$ cat config.mk
export PLATFORM = sky130hd
export DESIGN_NAME = vid_timing_gen_flat
export DESIGN_NICKNAME = d
export VERILOG_FILES = /design/src/rtl/vid_pkg.sv /design/src/rtl/vid_timing_gen_if.sv /design/src/rtl/vid_pix_div.sv /design/src/rtl/vid_timing_gen.sv /design/src/flat_wrapper.sv
export SDC_FILE = /design/constraint.sdc
export NUM_CORES = 1
export LEC_CHECK = 0
export ABC_AREA = 1
export ABC_CLOCK_PERIOD_IN_PS = 2700
export BUFFER_PORTS_ARGS = -buffer_cell sky130_fd_sc_hd__buf_4
export CAP_MARGIN = 20
export CORE_UTILIZATION = 55
export CTS_CLUSTER_SIZE = 30
export DETAILED_ROUTE_END_ITERATION = 16
export PLACE_DENSITY_LB_ADDON = 0.15
export SYNTH_ARGS = -nofsm -noshare
export SYNTH_HDL_FRONTEND = slang
export SYNTH_SLANG_ARGS = --single-unit
$ cat constraint.sdc
create_clock -name clk -period 2.7 [get_ports clk]
set_clock_uncertainty 0.2 [all_clocks]
set_input_delay 0.54 -clock clk [delete_from_list [all_inputs] [get_ports clk]]
set_output_delay 0.54 -clock clk [all_outputs]
set_load 0.1 [all_outputs]
$ cat src/rtl/vid_pkg.sv
// Shared widths and payload types for the display timing generator.
package vid_pkg;

  localparam int unsigned CW  = 13;
  localparam int unsigned PDW = 6;
  localparam int unsigned CDW = 8;

  typedef struct packed {
    logic [CW-1:0] hend;
    logic [CW-1:0] hsize;
    logic [CW-1:0] hss;
    logic [CW-1:0] hse;
    logic [CW-1:0] vend;
    logic [CW-1:0] vsize;
    logic [CW-1:0] vss;
    logic [CW-1:0] vse;
  } vid_timing_t;

  typedef struct packed {
    logic [CDW-1:0] r;
    logic [CDW-1:0] g;
    logic [CDW-1:0] b;
  } rgb_t;

endpackage

$ cat src/rtl/vid_timing_gen_if.sv
// Register-field, pixel-FIFO and video-output bundle of the display timing generator.
// VID_TIMING_UNDERFLOW_CNT_EN adds the underflow_cnt signal.
interface vid_timing_gen_if;
  import vid_pkg::*;

  logic           en;
  logic [PDW-1:0] pcnt;
  logic [CW-1:0]  hend, hsize, hss, hse;
  logic [CW-1:0]  vend, vsize, vss, vse;
  logic           fifo_empty;
  logic [CDW-1:0] fifo_r, fifo_g, fifo_b;
  logic           fifo_rd;
  logic           hsync, hblank, vsync, vblank;
  logic [CDW-1:0] R, G, B;
  logic           frame_start;
  logic           underflow;
`ifdef VID_TIMING_UNDERFLOW_CNT_EN
  logic [15:0]    underflow_cnt;

  modport master (
    output en, pcnt, hend, hsize, hss, hse, vend, vsize, vss, vse,
    output fifo_empty, fifo_r, fifo_g, fifo_b,
    input  fifo_rd, hsync, hblank, vsync, vblank, R, G, B, frame_start, underflow,
    input  underflow_cnt
  );
  modport slave (
    input  en, pcnt, hend, hsize, hss, hse, vend, vsize, vss, vse,
    input  fifo_empty, fifo_r, fifo_g, fifo_b,
    output fifo_rd, hsync, hblank, vsync, vblank, R, G, B, frame_start, underflow,
    output underflow_cnt
  );
`else
  modport master (
    output en, pcnt, hend, hsize, hss, hse, vend, vsize, vss, vse,
    output fifo_empty, fifo_r, fifo_g, fifo_b,
    input  fifo_rd, hsync, hblank, vsync, vblank, R, G, B, frame_start, underflow
  );
  modport slave (
    input  en, pcnt, hend, hsize, hss, hse, vend, vsize, vss, vse,
    input  fifo_empty, fifo_r, fifo_g, fifo_b,
    output fifo_rd, hsync, hblank, vsync, vblank, R, G, B, frame_start, underflow
  );
`endif

endinterface

$ cat src/rtl/vid_pix_div.sv
// Pixel-clock divider: one pix_en_c strobe every pcnt_s+1 clocks while enabled.
module vid_pix_div
  import vid_pkg::*;
(
  input  logic           clk,
  input  logic           reset_n,
  input  logic           en,
  input  logic [PDW-1:0] pcnt_s,
  output logic           pix_en_c
);

  logic [PDW-1:0] div;

  assign pix_en_c = en && (div == pcnt_s);

  always_ff @(posedge clk or negedge reset_n) begin
    if (!reset_n) begin
      div <= '0;
    end else if (!en || pix_en_c) begin
      div <= '0;
    end else begin
      div <= div + PDW'(1);
    end
  end

endmodule

$ cat src/rtl/vid_timing_gen.sv
// Display timing generator: frame-shadowed h/v timing, sync/blank decode and FIFO pixel output.
// VID_TIMING_UNDERFLOW_CNT_EN adds a saturating count of underflowed pixels.
module vid_timing_gen
  import vid_pkg::*;
(
  input  logic            clk,
  input  logic            reset_n,
  vid_timing_gen_if.slave vif
);

  vid_timing_t    tim_s;
  vid_timing_t    tim_in;
  logic [PDW-1:0] pcnt_s;
  logic [CW-1:0]  hcnt, vcnt;
  logic           pix_en_c, hwrap_c, vwrap_c, active_c, rd_c, uf_c, fs_c;
  logic           hsync, hblank, vsync, vblank, frame_start, underflow;
  rgb_t           pix;

  always_comb begin
    tim_in       = '0;
    tim_in.hend  = vif.hend;
    tim_in.hsize = vif.hsize;
    tim_in.hss   = vif.hss;
    tim_in.hse   = vif.hse;
    tim_in.vend  = vif.vend;
    tim_in.vsize = vif.vsize;
    tim_in.vss   = vif.vss;
    tim_in.vse   = vif.vse;
  end

  vid_pix_div u_div (
    .clk      (clk),
    .reset_n  (reset_n),
    .en       (vif.en),
    .pcnt_s   (pcnt_s),
    .pix_en_c (pix_en_c)
  );

  assign hwrap_c  = hcnt >= tim_s.hend;
  assign vwrap_c  = vcnt >= tim_s.vend;
  assign active_c = (hcnt < tim_s.hsize) && (vcnt < tim_s.vsize);
  assign rd_c     = pix_en_c && active_c && !vif.fifo_empty;
  assign uf_c     = pix_en_c && active_c && vif.fifo_empty;
  assign fs_c     = pix_en_c && (hcnt == '0) && (vcnt == '0);

  // Reset also masks the pop so the FIFOs are untouched while the block is held.
  assign vif.fifo_rd = reset_n && rd_c;

  // Timing fields follow the inputs while disabled, otherwise only at the frame wrap.
  always_ff @(posedge clk or negedge reset_n) begin
    if (!reset_n) begin
      tim_s  <= '0;
      pcnt_s <= '0;
    end else if (!vif.en || (pix_en_c && hwrap_c && vwrap_c)) begin
      tim_s  <= tim_in;
      pcnt_s <= vif.pcnt;
    end
  end

  always_ff @(posedge clk or negedge reset_n) begin
    if (!reset_n) begin
      hcnt <= '0;
      vcnt <= '0;
    end else if (!vif.en) begin
      hcnt <= '0;
      vcnt <= '0;
    end else if (pix_en_c) begin
      if (hwrap_c) begin
        hcnt <= '0;
        vcnt <= vwrap_c ? '0 : vcnt + CW'(1);
      end else begin
        hcnt <= hcnt + CW'(1);
      end
    end
  end

  // Output stage: one clock behind the counter position, held between pixel strobes.
  always_ff @(posedge clk or negedge reset_n) begin
    if (!reset_n) begin
      hsync       <= 1'b0;
      hblank      <= 1'b0;
      vsync       <= 1'b0;
      vblank      <= 1'b0;
      frame_start <= 1'b0;
      underflow   <= 1'b0;
      pix         <= '0;
    end else if (!vif.en) begin
      hsync       <= 1'b0;
      hblank      <= 1'b0;
      vsync       <= 1'b0;
      vblank      <= 1'b0;
      frame_start <= 1'b0;
      underflow   <= 1'b0;
      pix         <= '0;
    end else begin
      frame_start <= fs_c;
      if (uf_c) begin
        underflow <= 1'b1;
      end
      if (pix_en_c) begin
        hsync  <= (hcnt >= tim_s.hss) && (hcnt < tim_s.hse);
        hblank <= hcnt >= tim_s.hsize;
        vsync  <= (vcnt >= tim_s.vss) && (vcnt < tim_s.vse);
        vblank <= vcnt >= tim_s.vsize;
        pix    <= rd_c ? {vif.fifo_r, vif.fifo_g, vif.fifo_b} : '0;
      end
    end
  end

  assign vif.hsync       = hsync;
  assign vif.hblank      = hblank;
  assign vif.vsync       = vsync;
  assign vif.vblank      = vblank;
  assign vif.frame_start = frame_start;
  assign vif.underflow   = underflow;
  assign vif.R           = pix.r;
  assign vif.G           = pix.g;
  assign vif.B           = pix.b;

`ifdef VID_TIMING_UNDERFLOW_CNT_EN
  logic [15:0] uf_cnt;
  logic        frame_uf;

  // A frame start clears the count only when the frame just ended was clean.
  always_ff @(posedge clk or negedge reset_n) begin
    if (!reset_n) begin
      uf_cnt   <= '0;
      frame_uf <= 1'b0;
    end else if (!vif.en) begin
      uf_cnt   <= '0;
      frame_uf <= 1'b0;
    end else if (fs_c) begin
      frame_uf <= uf_c;
      if (!frame_uf) begin
        uf_cnt <= uf_c ? 16'd1 : 16'd0;
      end else if (uf_c && (uf_cnt != 16'hFFFF)) begin
        uf_cnt <= uf_cnt + 16'd1;
      end
    end else if (uf_c) begin
      frame_uf <= 1'b1;
      if (uf_cnt != 16'hFFFF) begin
        uf_cnt <= uf_cnt + 16'd1;
      end
    end
  end

  assign vif.underflow_cnt = uf_cnt;
`endif

endmodule

$ cat src/flat_wrapper.sv
// flat-port wrapper written by rule: the top's interface ports become plain ports
module vid_timing_gen_flat import vid_pkg::*;
  (clk, reset_n, vif_en, vif_pcnt, vif_hend, vif_hsize, vif_hss, vif_hse, vif_vend, vif_vsize, vif_vss, vif_vse, vif_fifo_empty, vif_fifo_r, vif_fifo_g, vif_fifo_b, vif_fifo_rd, vif_hsync, vif_hblank, vif_vsync, vif_vblank, vif_R, vif_G, vif_B, vif_frame_start, vif_underflow);
  vid_timing_gen_if vif_i ();
  input  logic clk;
  input  logic reset_n;
  input wire logic [$bits(vif_i.en)-1:0] vif_en;
  input wire logic [$bits(vif_i.pcnt)-1:0] vif_pcnt;
  input wire logic [$bits(vif_i.hend)-1:0] vif_hend;
  input wire logic [$bits(vif_i.hsize)-1:0] vif_hsize;
  input wire logic [$bits(vif_i.hss)-1:0] vif_hss;
  input wire logic [$bits(vif_i.hse)-1:0] vif_hse;
  input wire logic [$bits(vif_i.vend)-1:0] vif_vend;
  input wire logic [$bits(vif_i.vsize)-1:0] vif_vsize;
  input wire logic [$bits(vif_i.vss)-1:0] vif_vss;
  input wire logic [$bits(vif_i.vse)-1:0] vif_vse;
  input wire logic [$bits(vif_i.fifo_empty)-1:0] vif_fifo_empty;
  input wire logic [$bits(vif_i.fifo_r)-1:0] vif_fifo_r;
  input wire logic [$bits(vif_i.fifo_g)-1:0] vif_fifo_g;
  input wire logic [$bits(vif_i.fifo_b)-1:0] vif_fifo_b;
  output wire logic [$bits(vif_i.fifo_rd)-1:0] vif_fifo_rd;
  output wire logic [$bits(vif_i.hsync)-1:0] vif_hsync;
  output wire logic [$bits(vif_i.hblank)-1:0] vif_hblank;
  output wire logic [$bits(vif_i.vsync)-1:0] vif_vsync;
  output wire logic [$bits(vif_i.vblank)-1:0] vif_vblank;
  output wire logic [$bits(vif_i.R)-1:0] vif_R;
  output wire logic [$bits(vif_i.G)-1:0] vif_G;
  output wire logic [$bits(vif_i.B)-1:0] vif_B;
  output wire logic [$bits(vif_i.frame_start)-1:0] vif_frame_start;
  output wire logic [$bits(vif_i.underflow)-1:0] vif_underflow;
  assign vif_i.en = vif_en;
  assign vif_i.pcnt = vif_pcnt;
  assign vif_i.hend = vif_hend;
  assign vif_i.hsize = vif_hsize;
  assign vif_i.hss = vif_hss;
  assign vif_i.hse = vif_hse;
  assign vif_i.vend = vif_vend;
  assign vif_i.vsize = vif_vsize;
  assign vif_i.vss = vif_vss;
  assign vif_i.vse = vif_vse;
  assign vif_i.fifo_empty = vif_fifo_empty;
  assign vif_i.fifo_r = vif_fifo_r;
  assign vif_i.fifo_g = vif_fifo_g;
  assign vif_i.fifo_b = vif_fifo_b;
  assign vif_fifo_rd = vif_i.fifo_rd;
  assign vif_hsync = vif_i.hsync;
  assign vif_hblank = vif_i.hblank;
  assign vif_vsync = vif_i.vsync;
  assign vif_vblank = vif_i.vblank;
  assign vif_R = vif_i.R;
  assign vif_G = vif_i.G;
  assign vif_B = vif_i.B;
  assign vif_frame_start = vif_i.frame_start;
  assign vif_underflow = vif_i.underflow;
  vid_timing_gen u_core (.clk(clk), .reset_n(reset_n), .vif(vif_i));
endmodule
Yosys cells after proc, flatten, opt, wreduce, memory -nomap -nowiden:

Cells that the tools add are included.

* bits in registers: 172
* input bits: 138
* output and inout port bits: 31
* word-level logic and storage cells: 79

* $add $sub $neg: 3
* order comparisons: 10
* eq/ne operators: 4
* muxes and demuxes: 22
* reduce and logical (&&, ||, !) cells: 19

Operators by type and width (count)
* 2-to-1 mux 13 bit: 7
* greater-or-equal comparator 13 bit: 6
* 2-to-1 mux 24 bit: 3
* < comparator 13 bit: 4
* adder 13 x 1 -> 13 bit, second input constant: 2
* zero test 13 bit: 2
* logical AND 1 bit: 12
* 2-to-1 mux 1 bit: 11
* adder 6 x 1 -> 6 bit, second input constant: 1
* == test 6 bit: 1
* 2-to-1 mux 6 bit: 1
* inequality test 2 x 1 -> 1 bit, second input constant: 3
* zero test 1 bit: 2
* logical OR 1 bit: 2
* AND reduction 2 bit: 1

Depth between registers and ports, before layout:

* depth after elaboration: 7
* depth in mapped cells: 14
* depth with buffers taken out: 12

Cells and area by module:

Synthesis repeated with hierarchy kept, for this count alone.

* cells, all modules: 1391
* area total of the unflattened synthesis: 10600.2 um^2

By module, submodules not included
* vid_timing_gen: times used 1, cells an instance 1331, area an instance 10206.0 um^2, sequential area each 4154.0 um^2
* vid_pix_div: times used 1, cells an instance 60, area an instance 394.1 um^2, sequential area each 150.1 um^2

Least setup slack after synthesis:

No wires, ideal clock.

* path type: flip-flop to output port
* from: reg u_core.vcnt[4]
* to: out vif_fifo_rd
* data arrival time: 3506 ps
* required time: 1960 ps
* slack: -1546 ps
* stages on the path, launching flop included: 9
* path buffers: 0
* path through: dfrtp_1 ha_1 a21oi_1 nand2_1 nor2_1 nor2_1 nor2_1 nand2_1 nor3_1

* longest elaborated chain between the ends: 5

RTL lines
* start, declared: RTL line vid_timing_gen.sv:14 `logic [CW-1:0] hcnt, vcnt;`
* start signal, assigned: RTL line vid_timing_gen.sv:70 `vcnt <= vwrap_c ? '0 : vcnt + CW'(1);`
* < comparator 13 bit: RTL line vid_timing_gen.sv:41 `assign active_c = (hcnt < tim_s.hsize) && (vcnt < tim_s.vsize);`
* logical AND 1 bit: RTL line vid_timing_gen.sv:41
* logical AND 1 bit (2 in a row): RTL line vid_timing_gen.sv:42 `assign rd_c = pix_en_c && active_c && !vif.fifo_empty;`
* logical AND 1 bit: RTL line vid_timing_gen.sv:47 `assign vif.fifo_rd = reset_n && rd_c;`
* end, declared: RTL line flat_wrapper.sv:21 `output wire logic [$bits(vif_i.fifo_rd)-1:0] vif_fifo_rd;`

No other way between the ends.

Worst setup path after layout:

* from: reg u_core.tim_s[90] in the netlist's numbering
* to: out vif_fifo_rd

* longest elaborated chain between the ends: 5

RTL lines
* start, declared: RTL line vid_timing_gen.sv:11 `vid_timing_t tim_s;`
* start signal, assigned: RTL line vid_timing_gen.sv:55 `tim_s <= tim_in;`
* < comparator 13 bit: RTL line vid_timing_gen.sv:41
* logical AND 1 bit: RTL line vid_timing_gen.sv:41
* logical AND 1 bit (2 in a row): RTL line vid_timing_gen.sv:42
* logical AND 1 bit: RTL line vid_timing_gen.sv:47

No other way between the ends.

==> insert_results.sql <==
INSERT INTO impl_metrics (metric_group, metric, value, unit) VALUES
('status', 'outcome', 'complete, but fails checks', ''),
('status', 'violated_checks', 'negative hold slack, negative setup slack', ''),
('drt', 'drt_pass1_iterations', '5', ''),
('drt', 'drc', '0', ''),
('yosys', 'synthMuxAreaShare', '0', ''),
('clocking', 'cts-htree-levels', '4', ''),
('timing', 'finalCriticalPeriod', '2976', 'ps'),
('yosys', 'yosys.area_share.adder', '0.1274', ''),
('timing', 'period_share', '1.102', ''),
('clocking', 'later_pin_clock_latency_in_the_skew_report', '440', 'ps'),
('placed_design', 'post-place-cells', '1724', ''),
('cells_and_area', 'areaGrowthSynthToFinish', '25.37', '%'),
('power', 'switching_share', '0.3069', ''),
('floorplanning', 'initial_utilization', '0.5620', ''),
('clocking', 'tritoncts', 'done', ''),
('setup_path', 'crit_path_end_kind', 'output pin', ''),
('yosys', 'synth_seq_area_share', '0.4094', ''),
('yosys', 'post_synth_num_cell_types', '32', ''),
('drt', 'drt-total-wl', '27980', 'um'),
('cells_and_area', 'final-instance-count-excl-fill', '1769', ''),
('setup_path', 'required', '1960', 'ps'),
('grt', 'overflow', '0', ''),
('timing', 'worst_hold_check_slack', '-16.33', 'ps'),
('timing', 'max_slew.worst_pin.slew', '775.2', 'ps'),
('power', 'leakage', '0.007225', 'uW'),
('setup_path', 'worst-setup-path-type', 'reg2out', ''),
('power', 'p_comb_frac', '0.213', ''),
('power', 'power.internal', '4923', 'uW'),
('floorplanning', 'dieWidth', '140.3', 'um'),
('setup_path', 'crit_start', 'u_core.tim_s[90]$_DFFE_PN0P_', ''),
('clocking', 'clockBufferDepth', '2', ''),
('grt', 'grt.total_usage', '0.3014', ''),
('drt', 'post_drt_wl_per_cell', '15.82', 'um'),
('drt', 'vias', '9689', ''),
('timing', 'postLayoutSetupSlackWorst', '-275.8', 'ps'),
('cells_and_area', 'finalCoreUtilization', '0.7046', ''),
('setup_path', 'reg2reg_slack', '120', 'ps'),
('timing', 'hold_viol_final', '6', ''),
('setup_path', 'cp_slowest_stage_delay', '390', 'ps'),
('grt', 'grt_first_pass_wirelength', '46580', 'um'),
('clocking', 'clock_tree.root_cell', 'sky130_fd_sc_hd__clkbuf_16', ''),
('drt', 'drt_iter0_drc', '642', ''),
('grt', 'grt_max_degree', '118', ''),
('placed_design', 'buffer_ports.inserted', '168', ''),
('yosys', 'synthXorXnorAreaFrac', '0.009164', ''),
('power', 'worst_vdd_ir', '0.0004610', 'V'),
('setup_path', 'cp.depth', '10', ''),
('setup_path', 'cp.buffers_inverters', '2', ''),
('yosys', 'syn-instance-count', '1330', ''),
('power', 'switchingPower', '2180', 'uW'),
('timing', 'fmax', '336.0', 'MHz'),
('yosys', 'simple_gate_share_of_the_synthesized_area', '0.3173', ''),
('timing', 'rsz_0062_raised_after_global_routing', 'true', ''),
('floorplanning', 'ios', '169', ''),
('cells_and_area', 'drive_above_1_share', '0.2072', ''),
('timing', 'slew_violations', '0', ''),
('job', 'max-cap-violations', '0', ''),
('yosys', 'mappedNetlistArea', '10510', 'um^2'),
('clocking', 'clock-sinks', '172', ''),
('clocking', 'cts_made_buffers', '17', ''),
('setup_path', 'r2r.worst_path.cells', '12', ''),
('grt', 'grt_antenna_before_repair', '0', ''),
('cells_and_area', 'layout.nets', '1767', ''),
('grt', 'via_count_of_the_first_global_routing_pass', '9458', ''),
('cells_and_area', 'num_antenna_cells', '0', ''),
('timing', 'report.final.setup_viol', '1', ''),
('setup_path', 'path_cells', 'inv_2, ha_4, a21oi_1, o21ai_1, nor2_2, nand2_2, nor2_4, nand2_4, nor3_4, buf_12', ''),
('yosys', 'yosys_warnings', '0', ''),
('setup_path', 'cp_max_fo', '3', ''),
('floorplanning', 'site_row_count', '50', ''),
('power', 'post-layout-total-power', '7103', 'uW');
==> cells in the mapped netlist <==
master | instances | area [um^2]
sky130_fd_sc_hd__nor4_1 | 4 | 25.02
sky130_fd_sc_hd__dfrtp_1 | 172 | 4304
sky130_fd_sc_hd__a21oi_2 | 1 | 8.760
sky130_fd_sc_hd__a21oi_1 | 45 | 225.2
sky130_fd_sc_hd__nand4_1 | 53 | 331.6
sky130_fd_sc_hd__o21a_1 | 5 | 37.54
sky130_fd_sc_hd__clkbuf_1 | 26 | 97.59
sky130_fd_sc_hd__nand2_2 | 1 | 6.260
sky130_fd_sc_hd__o211ai_1 | 3 | 22.52
sky130_fd_sc_hd__o22ai_1 | 1 | 6.260
sky130_fd_sc_hd__buf_8 | 2 | 30.03
sky130_fd_sc_hd__buf_4 | 2 | 15.01
sky130_fd_sc_hd__nand2_4 | 2 | 22.52
sky130_fd_sc_hd__nand2_1 | 318 | 1194
sky130_fd_sc_hd__and2_1 | 1 | 6.260
sky130_fd_sc_hd__nor2_4 | 1 | 11.26
sky130_fd_sc_hd__inv_1 | 169 | 634.4
sky130_fd_sc_hd__ha_1 | 107 | 1339
sky130_fd_sc_hd__nand3_2 | 11 | 110.1
sky130_fd_sc_hd__buf_6 | 11 | 123.9
sky130_fd_sc_hd__buf_2 | 18 | 90.09
sky130_fd_sc_hd__a22o_1 | 1 | 8.760
sky130_fd_sc_hd__nor2_2 | 1 | 6.260
sky130_fd_sc_hd__nand3b_1 | 4 | 30.03
sky130_fd_sc_hd__nor2_1 | 55 | 206.5
sky130_fd_sc_hd__xor2_1 | 11 | 96.34
sky130_fd_sc_hd__nor3_1 | 12 | 60.06
sky130_fd_sc_hd__o21ai_0 | 20 | 100.1
sky130_fd_sc_hd__nand3_1 | 265 | 1326
sky130_fd_sc_hd__o21bai_1 | 2 | 15.01
sky130_fd_sc_hd__inv_2 | 1 | 3.750
sky130_fd_sc_hd__buf_1 | 5 | 18.77
==> layout make-up <==
| type | instances | area (um^2) |
|---|---|---|
| Fill cell | 1574 | 5525 |
| Multi-Input combinational cell | 924 | 5385 |
| Sequential cell | 172 | 4314 |
| Timing Repair Buffer | 237 | 1916 |
| Inverter | 170 | 638.1 |
| Clock buffer | 18 | 429.2 |
| Tap cell | 234 | 292.8 |
| Clock inverter | 14 | 205.2 |
==> logic make-up (layout without fill, tap and decap cells) <==
| logic type | after synthesis | count (layout) |
|---|---|---|
| AND/OR/NAND/NOR | 728 | 728 |
| buffers and inverters | 234 | 439 |
| flip-flops | 172 | 172 |
| adder cells (fa/ha/maj) | 107 | 107 |
| AO/OA/AOI/OAI | 78 | 78 |
| XOR/XNOR | 11 | 11 |
==> cells in the final DEF (no fill, tap or decap), types with 3 or more instances in the layout <==
cell type,Yosys,final
sky130_fd_sc_hd__ha_1,107,97
sky130_fd_sc_hd__inv_1,169,166
sky130_fd_sc_hd__ha_4,0,10
sky130_fd_sc_hd__nand3b_1,4,4
sky130_fd_sc_hd__clkbuf_16,0,17
sky130_fd_sc_hd__nor3_1,12,11
sky130_fd_sc_hd__inv_6,0,6
sky130_fd_sc_hd__dfrtp_2,0,8
sky130_fd_sc_hd__o21ai_0,20,18
sky130_fd_sc_hd__a21oi_1,45,44
sky130_fd_sc_hd__dfrtp_1,172,164
sky130_fd_sc_hd__xor2_1,11,11
sky130_fd_sc_hd__nand2_2,1,4
sky130_fd_sc_hd__nand4_1,53,53
sky130_fd_sc_hd__buf_4,2,225
sky130_fd_sc_hd__nand2_1,318,314
sky130_fd_sc_hd__o21a_1,5,5
sky130_fd_sc_hd__nand3_2,11,12
sky130_fd_sc_hd__inv_2,1,4
sky130_fd_sc_hd__nor2_4,1,3
sky130_fd_sc_hd__nand3_1,265,263
sky130_fd_sc_hd__buf_12,0,10
sky130_fd_sc_hd__nor2_1,55,52
sky130_fd_sc_hd__nand2_4,2,3
sky130_fd_sc_hd__o211ai_1,3,3
sky130_fd_sc_hd__nor4_1,4,4
sky130_fd_sc_hd__bufinv_16,0,4
==> repair_timing <==
item,in CTS,in global routing
pin swaps,9,1
endpoints found under the setup margin,1,68
hold buffers,0,0
gates resized for setup,14,9
buffers inserted,11,2
==> layer usage <==
| layer | share of wire | vias to the layer above | GRT usage | wire length [um] |
|---|---|---|---|---|
| met5 | 0 | - | 0 | 0 |
| met4 | 0.030 | 0 | 0.1157 | 838 |
| met3 | 0.043 | 63 | 0.04786 | 1203 |
| met2 | 0.50 | 274 | 0.5255 | 14040 |
| met1 | 0.43 | 4560 | 0.3756 | 11900 |
| li1 | - | 4792 | - | - |
==> how the worst min path moves through the flow <==
| stage | depth (start not counted) | endpoint | slack (ps) |
|---|---|---|---|
| 2_1_floorplan | 0 | u_core.hcnt[0]$_DFFE_PN0N_ | 40 |
| 3_3_place_gp | 2 | u_core.vif.B[0]$_DFFE_PN0N_ | 260 |
| 3_5_place_dp | 2 | u_core.vif.G[4]$_DFFE_PN0N_ | 270 |
| 4_1_cts | 2 | u_core.tim_s[3]$_DFFE_PN0P_ | 60 |
| 5_1_grt | 2 | u_core.tim_s[3]$_DFFE_PN0P_ | 40 |
| 6_report | 2 | u_core.tim_s[3]$_DFFE_PN0P_ | -20 |
==> per-stage QoR <==
step                      setup TNS [ps]  area, um^2  hold WS [ps]
after detailed placement               0       12360         266.8
after global routing              -365.2       13180         39.94
final                             -275.8       13180        -16.33
after floorplan                   -199.6       10650         44.41
after global placement                 0       12360         264.8
after CTS                         -190.0       13130         55.03
==> power groups by stage <==
| stage | Clock (uW) | Sequential, uW | Combinational, uW |
|---|---|---|---|
| 5_1_grt | 2820 | 2950 | 1690 |
| 3_3_place_gp | 0 | 2960 | 1440 |
| 4_1_cts | 2700 | 2920 | 1520 |
| 3_5_place_dp | 0 | 2960 | 1480 |
| 6_report | 2660 | 2920 | 1510 |
| 2_1_floorplan | 0 | 3120 | 773 |
==> flip-flops by register name, indices dropped and copies added, names as in the netlist <==
register	cells
u_core.hcnt	13
u_core.pcnt_s	6
u_core.tim_s	104
u_core.u_div.div	6
u_core.vcnt	13
u_core.vif.B	8
u_core.vif.G	8
u_core.vif.R	8
u_core.vif.frame_start	1
u_core.vif.hblank	1
u_core.vif.hsync	1
u_core.vif.underflow	1
u_core.vif.vblank	1
u_core.vif.vsync	1
==> worst reg2reg max path: stages (launching register included) <==
cell and delay (ps):
sky130_fd_sc_hd__dfrtp_1 380, sky130_fd_sc_hd__buf_4 170, sky130_fd_sc_hd__ha_1 330, sky130_fd_sc_hd__nand2_1 90
sky130_fd_sc_hd__inv_1 70, sky130_fd_sc_hd__nand3_1 100, sky130_fd_sc_hd__inv_1 50, sky130_fd_sc_hd__a21oi_1 230
sky130_fd_sc_hd__nand3_1 260, sky130_fd_sc_hd__nand3_4 210, sky130_fd_sc_hd__buf_12 210, sky130_fd_sc_hd__nand3_1 110
sky130_fd_sc_hd__nand2_1 100
Power figures use the tool's default switching activity.
